--- src/rtl/osc_net_pkg.sv ---
`default_nettype none
// ============================================================================
//  Module      : osc_net_pkg
//  Description : Shared types and default widths for oscillator-network stages.
//  Revision    : 1.0 - initial release
// ============================================================================
package osc_net_pkg;

    typedef enum logic [0:0] {
        S_IDLE = 1'b0,
        S_GATE = 1'b1
    } meter_state_t;

    localparam int c_default_cnt_w = 8;
    localparam int c_default_isi_w = 16;

endpackage : osc_net_pkg
`default_nettype wire

--- src/rtl/spike_sync_edge.sv ---
`default_nettype none
// ============================================================================
//  Module      : spike_sync_edge
//  Description : Two-flop synchroniser plus delay flop; emits a one-cycle rise pulse.
//  Revision    : 1.0 - initial release
// ============================================================================
module spike_sync_edge (
    input  logic clk,
    input  logic reset,
    input  logic spike_in,
    output logic rise
);

    logic r_sync1;
    logic r_sync2;
    logic r_dly;

    always_ff @(posedge clk or posedge reset) begin
        if (reset) begin
            r_sync1 <= 1'b0;
            r_sync2 <= 1'b0;
            r_dly   <= 1'b0;
        end else begin
            r_sync1 <= spike_in;
            r_sync2 <= r_sync1;
            r_dly   <= r_sync2;
        end
    end

    assign rise = r_sync2 & ~r_dly;

endmodule : spike_sync_edge
`default_nettype wire

--- src/rtl/spike_rate_meter.sv ---
`default_nettype none
// ============================================================================
//  Module      : spike_rate_meter
//  Description : Counts spikes per gate window and measures inter-spike interval,
//                with valid/ack result handshake and sticky overrun flag.
//  Revision    : 1.0 - initial release
// ============================================================================
module spike_rate_meter
    import osc_net_pkg::*;
#(
    parameter int GATE_CYCLES = 1000,
    parameter int CNT_W       = c_default_cnt_w,
    parameter int ISI_W       = c_default_isi_w
) (
    input  logic             clk,
    input  logic             reset,
    input  logic             enable,
    input  logic             spike_in,
    input  logic             result_ack,
    output logic [CNT_W-1:0] rate_count,
    output logic             rate_sat,
    output logic             result_valid,
    output logic             overrun,
    output logic [ISI_W-1:0] isi_cycles,
    output logic             isi_valid
);

    localparam int                    c_gate_w    = $clog2(GATE_CYCLES);
    localparam logic [c_gate_w-1:0]   c_gate_last = c_gate_w'(GATE_CYCLES - 1);
    localparam logic [CNT_W-1:0]      c_cnt_max   = '1;
    localparam logic [ISI_W-1:0]      c_isi_max   = '1;

    meter_state_t        r_state;
    logic [c_gate_w-1:0] r_gate_cnt;
    logic [CNT_W-1:0]    r_spike_cnt;
    logic                r_sat;
    logic                r_have_prev;
    logic [ISI_W-1:0]    r_isi_timer;

    logic                w_rise;
    logic                w_cnt_full;
    logic [CNT_W-1:0]    w_cnt_next;
    logic                w_sat_next;
    logic                w_win_done;

    spike_sync_edge u_sync_edge (
        .clk      (clk),
        .reset    (reset),
        .spike_in (spike_in),
        .rise     (w_rise)
    );

    // Count including the rise of the current cycle, so the closing cycle is not lost.
    assign w_cnt_full = (r_spike_cnt == c_cnt_max);
    assign w_cnt_next = w_cnt_full ? r_spike_cnt : r_spike_cnt + CNT_W'(w_rise);
    assign w_sat_next = r_sat | (w_rise & w_cnt_full);
    assign w_win_done = (r_state == S_GATE) && enable && (r_gate_cnt == c_gate_last);

    always_ff @(posedge clk or posedge reset) begin
        if (reset) begin
            r_state      <= S_IDLE;
            r_gate_cnt   <= '0;
            r_spike_cnt  <= '0;
            r_sat        <= 1'b0;
            r_have_prev  <= 1'b0;
            r_isi_timer  <= '0;
            rate_count   <= '0;
            rate_sat     <= 1'b0;
            result_valid <= 1'b0;
            overrun      <= 1'b0;
            isi_cycles   <= '0;
            isi_valid    <= 1'b0;
        end else begin
            isi_valid <= 1'b0;

            if (w_win_done) begin
                rate_count   <= w_cnt_next;
                rate_sat     <= w_sat_next;
                result_valid <= 1'b1;
            end else if (result_ack) begin
                result_valid <= 1'b0;
            end
            overrun <= (w_win_done & result_valid & ~result_ack) | (overrun & ~result_ack);

            case (r_state)
                S_IDLE: begin
                    r_gate_cnt  <= '0;
                    r_spike_cnt <= '0;
                    r_sat       <= 1'b0;
                    r_have_prev <= 1'b0;
                    r_isi_timer <= '0;
                    if (enable) r_state <= S_GATE;
                end
                S_GATE: begin
                    if (!enable) begin
                        r_state     <= S_IDLE;
                        r_gate_cnt  <= '0;
                        r_spike_cnt <= '0;
                        r_sat       <= 1'b0;
                        r_have_prev <= 1'b0;
                        r_isi_timer <= '0;
                    end else begin
                        if (w_win_done) begin
                            r_gate_cnt  <= '0;
                            r_spike_cnt <= '0;
                            r_sat       <= 1'b0;
                        end else begin
                            r_gate_cnt  <= r_gate_cnt + c_gate_w'(1);
                            r_spike_cnt <= w_cnt_next;
                            r_sat       <= w_sat_next;
                        end

                        if (w_rise) begin
                            if (r_have_prev) begin
                                isi_cycles <= r_isi_timer;
                                isi_valid  <= 1'b1;
                            end
                            r_isi_timer <= ISI_W'(1);
                            r_have_prev <= 1'b1;
                        end else if (r_isi_timer != c_isi_max) begin
                            r_isi_timer <= r_isi_timer + ISI_W'(1);
                        end
                    end
                end
                default: r_state <= S_IDLE;
            endcase
        end
    end

endmodule : spike_rate_meter
`default_nettype wire

--- config.mk ---
export PLATFORM = sky130hd
export DESIGN_NAME = spike_rate_meter
export DESIGN_NICKNAME = d
export VERILOG_FILES = /design/src/rtl/osc_net_pkg.sv /design/src/rtl/spike_sync_edge.sv /design/src/rtl/spike_rate_meter.sv
export SDC_FILE = /design/constraint.sdc
export NUM_CORES = 1
export LEC_CHECK = 0
export BUFFER_PORTS_ARGS = -buffer_cell sky130_fd_sc_hd__buf_2
export CAP_MARGIN = 0
export CORE_AREA = 3 3 99 101
export CTS_CLUSTER_SIZE = 14
export DETAILED_ROUTE_END_ITERATION = 10
export DIE_AREA = 0 0 102 104
export GPL_TIMING_DRIVEN = 0
export PLACE_DENSITY_LB_ADDON = 0.1
export SLEW_MARGIN = 20
export SYNTH_ARGS = -nofsm -noshare
export SYNTH_HDL_FRONTEND = slang
export SYNTH_SLANG_ARGS = --single-unit
--- constraint.sdc ---
create_clock -name clk -period 3.7 [get_ports clk]
set_input_delay 0.925 -clock clk [delete_from_list [all_inputs] [get_ports clk]]
set_output_delay 0.925 -clock clk [all_outputs]
set_load 0.02 [all_outputs]
# [Word-level counts from Yosys, hierarchy flattened]
# Index checks and enable logic that the tools add are counted.
[totals] ff_bits=68 output_inout_bits=28 word_cells=61
[op_classes] add_sub_neg=3 eq_ne=5 mux=24 bitwise=10 n_reduce_logical=4
[op_table] cell="$mux 16" n=3
[op_table] cell="$pmux 16 s2" n=1
[op_table] cell="$mux 8" n=3
[op_table] cell="$mux 10" n=2
[op_table] cell="$pmux 10 s2" n=1
[op_table] cell="$add 16x1->16 const B" n=1
[op_table] cell="$ne 16x16->1 const B" n=1
[op_table] cell="$pmux 8 s2" n=1
[op_table] cell="$mux 1" n=11
[op_table] cell="$add 10x1->10 const B" n=1
[op_table] cell="$eq 10x10->1 const B" n=1
[op_table] cell="$add 8x1->8" n=1
[op_table] cell="$eq 8x8->1 const B" n=1
[op_table] cell="$and 1x1->1" n=5
[op_table] cell="$ne 4x2->1 const B" n=1
[op_table] cell="$pmux 1 s2" n=2
[op_table] cell="$reduce_and 4->1" n=1
[op_table] cell="$ne 3x2->1 const B" n=1
[op_table] cell="$not 1->1" n=3
[op_table] cell="$logic_and 1x1->1" n=2
[op_table] cell="$or 1x1->1" n=2
[op_table] cell="$reduce_bool 2->1" n=1

# [Logic depth before layout (Yosys ltp)]
[logic_depth] ltp_word=7 depth_mapped=8 ltp_nobuf=6

# [Hierarchy]
# A second synthesis with hierarchy kept.
[unflattened] cells_unflattened=271 hier_area_um2=2932.8
[by_module_without_submodules] mod="spike_rate_meter" n_inst=1 cells_each=266 area_each_um2=2840.2
[by_module_without_submodules] mod="spike_sync_edge" n_inst=1 cells_each=5 area_each_um2=92.6

# [Worst setup path before layout]
# No wires, ideal clock.
[synth_path] path_type="input port to flip-flop" start="input enable" end="register r_isi_timer[1]" setup_ns=0.120 arrival_time_ns=1.924 t_required_ns=3.580 setup_slack_ns=1.656 stages=5 path_buffers=1 path_cell_list="nand2_1 > nor3_1 > buf_2 > nand2_1 > a31o_2"
[synth_via] elab_chain_len=2 word_cells_on_any_way=3 classes_between="1 x eq/ne; 2 x mux"
[synth_rtl] item="start, declared" line="spike_rate_meter.sv:17" source="input logic enable,"
[synth_rtl] item="$mux 16" line="spike_rate_meter.sv:95" source="if (!enable) begin"
[synth_rtl] item="$pmux 16 s2" line="spike_rate_meter.sv:85" source="case (r_state)"
[synth_rtl] item="end signal, assigned" line="spike_rate_meter.sv:121" source="r_isi_timer <= r_isi_timer + ISI_W'(1);"
[synth_rtl] item="end, declared" line="spike_rate_meter.sv:38" source="logic [ISI_W-1:0] r_isi_timer;"
# Several ways; a longest one is shown, not always the timed one.
# A chain may end at the register's enable or synchronous reset.

# [Worst setup path after layout]
[layout_path] start="register u_sync_edge.r_dly" end="register rate_count[7]"
[layout_via] elab_chain_len=4
[layout_rtl] item="start, declared" line="spike_sync_edge.sv:16" source="logic r_dly;"
[layout_rtl] item="start signal, assigned" line="spike_sync_edge.sv:26" source="r_dly <= r_sync2;"
[layout_rtl] item="$not 1->1" line="spike_sync_edge.sv:30" source="assign rise = r_sync2 & ~r_dly;"
[layout_rtl] item="$and 1x1->1" line="spike_sync_edge.sv:30"
[layout_rtl] item="$add 8x1->8" line="spike_rate_meter.sv:55" source="assign w_cnt_next = w_cnt_full ? r_spike_cnt : r_spike_cnt + CNT_W'(w_rise);"
[layout_rtl] item="$mux 8" line="spike_rate_meter.sv:55"
[layout_rtl] item="end signal, assigned" line="spike_rate_meter.sv:77" source="rate_count <= w_cnt_next;"
[layout_rtl] item="end, declared" line="spike_rate_meter.sv:20" source="output logic [CNT_W-1:0] rate_count,"
# Every way passes these cells.

==> impl_metrics.toml <==
[worst_setup_path]
path_delay_family = "buffers and inverters"
criticalPathCategory = "register to register"
cp-start-kind = "register"
cp.arrival_ns = 2.30
crit_chain = "nor2b_1 > buf_2 > clkbuf_1 > ha_1 > nand3_1 > nor2_1 > mux2i_1 > mux2i_1"
slowest_stage = "clkbuf_1"
r2r-start = "u_sync_edge.r_dly"
r2r_cells = 8
worst-r2r-setup-slack_ns = 1.60
crit_top_cell = "mux2i_1"
required_ns = 3.90
cp_max_fo = 11
path_buf_inv = 2
cp_slowest_stage_delay_ns = 0.42
timing.rr.end = "rate_count[7]"
end_kind = "register"

[floorplan]
die_area_um2 = 10610
rows = 35
initial_core_util_pct = 34.35
num_io_pins = 33
die_height_um = 104
die_w_um = 102
coreArea_um2 = 9109

[route]
drc = 0
post_drt_wl_per_cell_um = 14.22
ant_nets = 0
post_drt_via_cell_ratio = 4.996
drt_iter0_drc = 36
drt-total-wl_um = 6356
num_vias = 2233
dr.pass1.iters = 4

[place]
dpl_cell_area_um2 = 3451
dp_hpwl_um = 4405
gp_congestion = 0.7771
io_buffers = 32

[power]
ir_drop_mv = 0.1796
p_leak_nw = 1.709
swShare_pct = 22.77
power_frac_comb_pct = 3.9
seq_power_share_pct = 56.8
total_power_w = 0.001325
p_per_area_nw_per_um2 = 366.8
p_clk_share_pct = 39.3
switchingPower_w = 0.0003018
power.internal_w = 0.001024

[cts]
clkSinkCount = 68
cts_buffers = 9
clk_path_buf_depth = 2
path_clk_slew_ns = 0.07
cts_resized = 0
post-cts-setup-buffers = 0
insertion_delay_ns = 0.34
cts_tree = "done"
h-tree-depth = 3
root_buffer = "clkbuf_8"
cts_hold_buffers = 0

[min_path]
min_path_type = "register to register"
hold_end = "u_sync_edge.r_sync2"
hp-start = "u_sync_edge.r_sync1"
holdPathStages = 0

[yosys]
syn_nets = 296
ys_ff_latch = 68
yosysUniqueCellTypes = 44
ys.flop_type = "dfrtp_1"
synth_edf_count = 0
syn_avg_cell_area_um2 = 10.90
synth.area.top_cells = "dfrtp_1, mux2_2, mux2i_1"
synthCells = 287
yosys_warnings = 0
synth_top_area_share_pct = 54.38
synth_area_leader_cell = "dfrtp_1"
ys_seq_area_share_pct = 54.38
synth_area_um2 = 3129
async_flop_share_pct = 100.0

[cells_and_area]
final_nets = 340
antenna_cells = 0
final_common_cell = "dfrtp_1"
final_area_um2 = 3613
syn_to_final_growth_pct = 15.47
final_util_pct = 39.67
nFillCells = 940
drive_gt1_share_pct = 25.30
final_cell_mix = "dfrtp_1, buf_2, nor2_1"

[status]
outcome = "complete, no violations"

[sta]
clock_skew_ns = 0.007678
hold_viol = 0
max_freq_mhz = 477.0
setup_tns_ns = 0
fin_crit_sh_pct = 56.66
drv_slew = 0
period_needed_ns = 2.096
relSlewSlack_pct = 54.69
rsz0062_at_grt = "no"
tightest_slew_ns = 0.6746
setup_viol = 0

[grt]
grt.overflow.total = 0
antenna_found_initial = 0
grt_pass1_vias = 2184
grt_usage_pct = 13.13
grt_pass1_wl_um = 11010
grt_max_degree = 37

[job]
cap_violations = 0
## registers in the layout (all words and copies together), names as in the netlist, 8 cells and up
name         count
r_spike_cnt      8
r_isi_timer     16
r_gate_cnt      10
isi_cycles      16
rate_count       8
## cell type report
type	instances	area, µm²	area share, %
Multi-Input combinational cell	200	1339	37.05
Timing Repair Buffer	33	180.2	4.986
Clock inverter	2	10.01	0.2770
Buffer	11	58.81	1.627
Sequential cell	68	1702	47.09
Inverter	8	32.53	0.9003
Clock buffer	14	152.6	4.224
Tap cell	111	138.9	3.843
## power groups by stage
stage	Combinational, W	Sequential, W	Clock (W)
CTS	0.0000539	0.000753	0.000553
global placement	0.0000503	0.000767	0
floorplan	0.0000332	0.000767	0
detailed placement	0.0000538	0.000767	0
global route	0.0000605	0.000753	0.000576
finish	0.0000511	0.000753	0.000521
## worst max-delay path by stage
stage / startpoint / to / slack [ns] / cells past startpoint
2_1_floorplan: reset / isi_cycles[0] / 1.06 / 1
3_3_place_gp: reset / isi_cycles[5] / 0.09 / 2
3_5_place_dp: enable / rate_count[5] / 1.21 / 5
4_1_cts: enable / rate_count[2] / 1.56 / 5
5_1_grt: u_sync_edge.r_sync2 / rate_count[7] / 1.23 / 8
6_report: u_sync_edge.r_dly / rate_count[7] / 1.60 / 8
## cells by family (layout without fill, tap and decap cells)
group	count (synthesis)	count (layout)	share of synthesized area, %
adders and majority gates	4	4	1.599
and+or+nand+nor	118	118	19.87
AOI/OAI and AO/OA	37	37	8.037
xor gates and xnor gates	11	11	3.079
DFF	68	68	54.38
muxes	30	30	10.20
buffers and inverters	19	68	2.839
## worst reg2reg max path, delay by kind of cell (launching register included)
kind                       cells  cell delay (ns)
buffers and inverters          2             0.63
adders and majority gates      1             0.31
DFF                            1             0.36
muxes                          2             0.35
and+or+nand+nor                3             0.32
## stage by stage
stage               std cells  hold slack [ns]  setup slack, ns
detailed placement        431           0.3412            1.208
floorplan                 287           0.3312            1.063
finish                    447           0.3528            1.604
CTS                       447           0.3563            1.559
global route              447           0.3634            1.229
global placement          430           0.3374          0.08764
## metal layers
metal	up-vias	track usage (%)	part of all wire, %
li1	1103	-	-
met1	1089	16.44	46
met2	34	21.45	50
met3	7	4.024	3.0
met4	0	4.217	1.4
met5	-	0	0
## synth_stat cells, types with 2 or more instances
library cell	count
mux2_2	15
ha_1	4
and2_1	2
clkbuf_1	4
xnor2_1	6
nand3_1	14
nand2_1	27
nor4_1	2
a21oi_2	2
a21oi_1	17
buf_2	5
nor2_1	32
nand4_2	3
or2_2	4
a31oi_1	4
nand4_1	6
mux2i_1	15
or3_1	11
and3_1	2
nor3_1	7
xor2_1	5
o21ai_0	4
dfrtp_1	68
inv_1	8
Power figures use the tool's default switching activity.
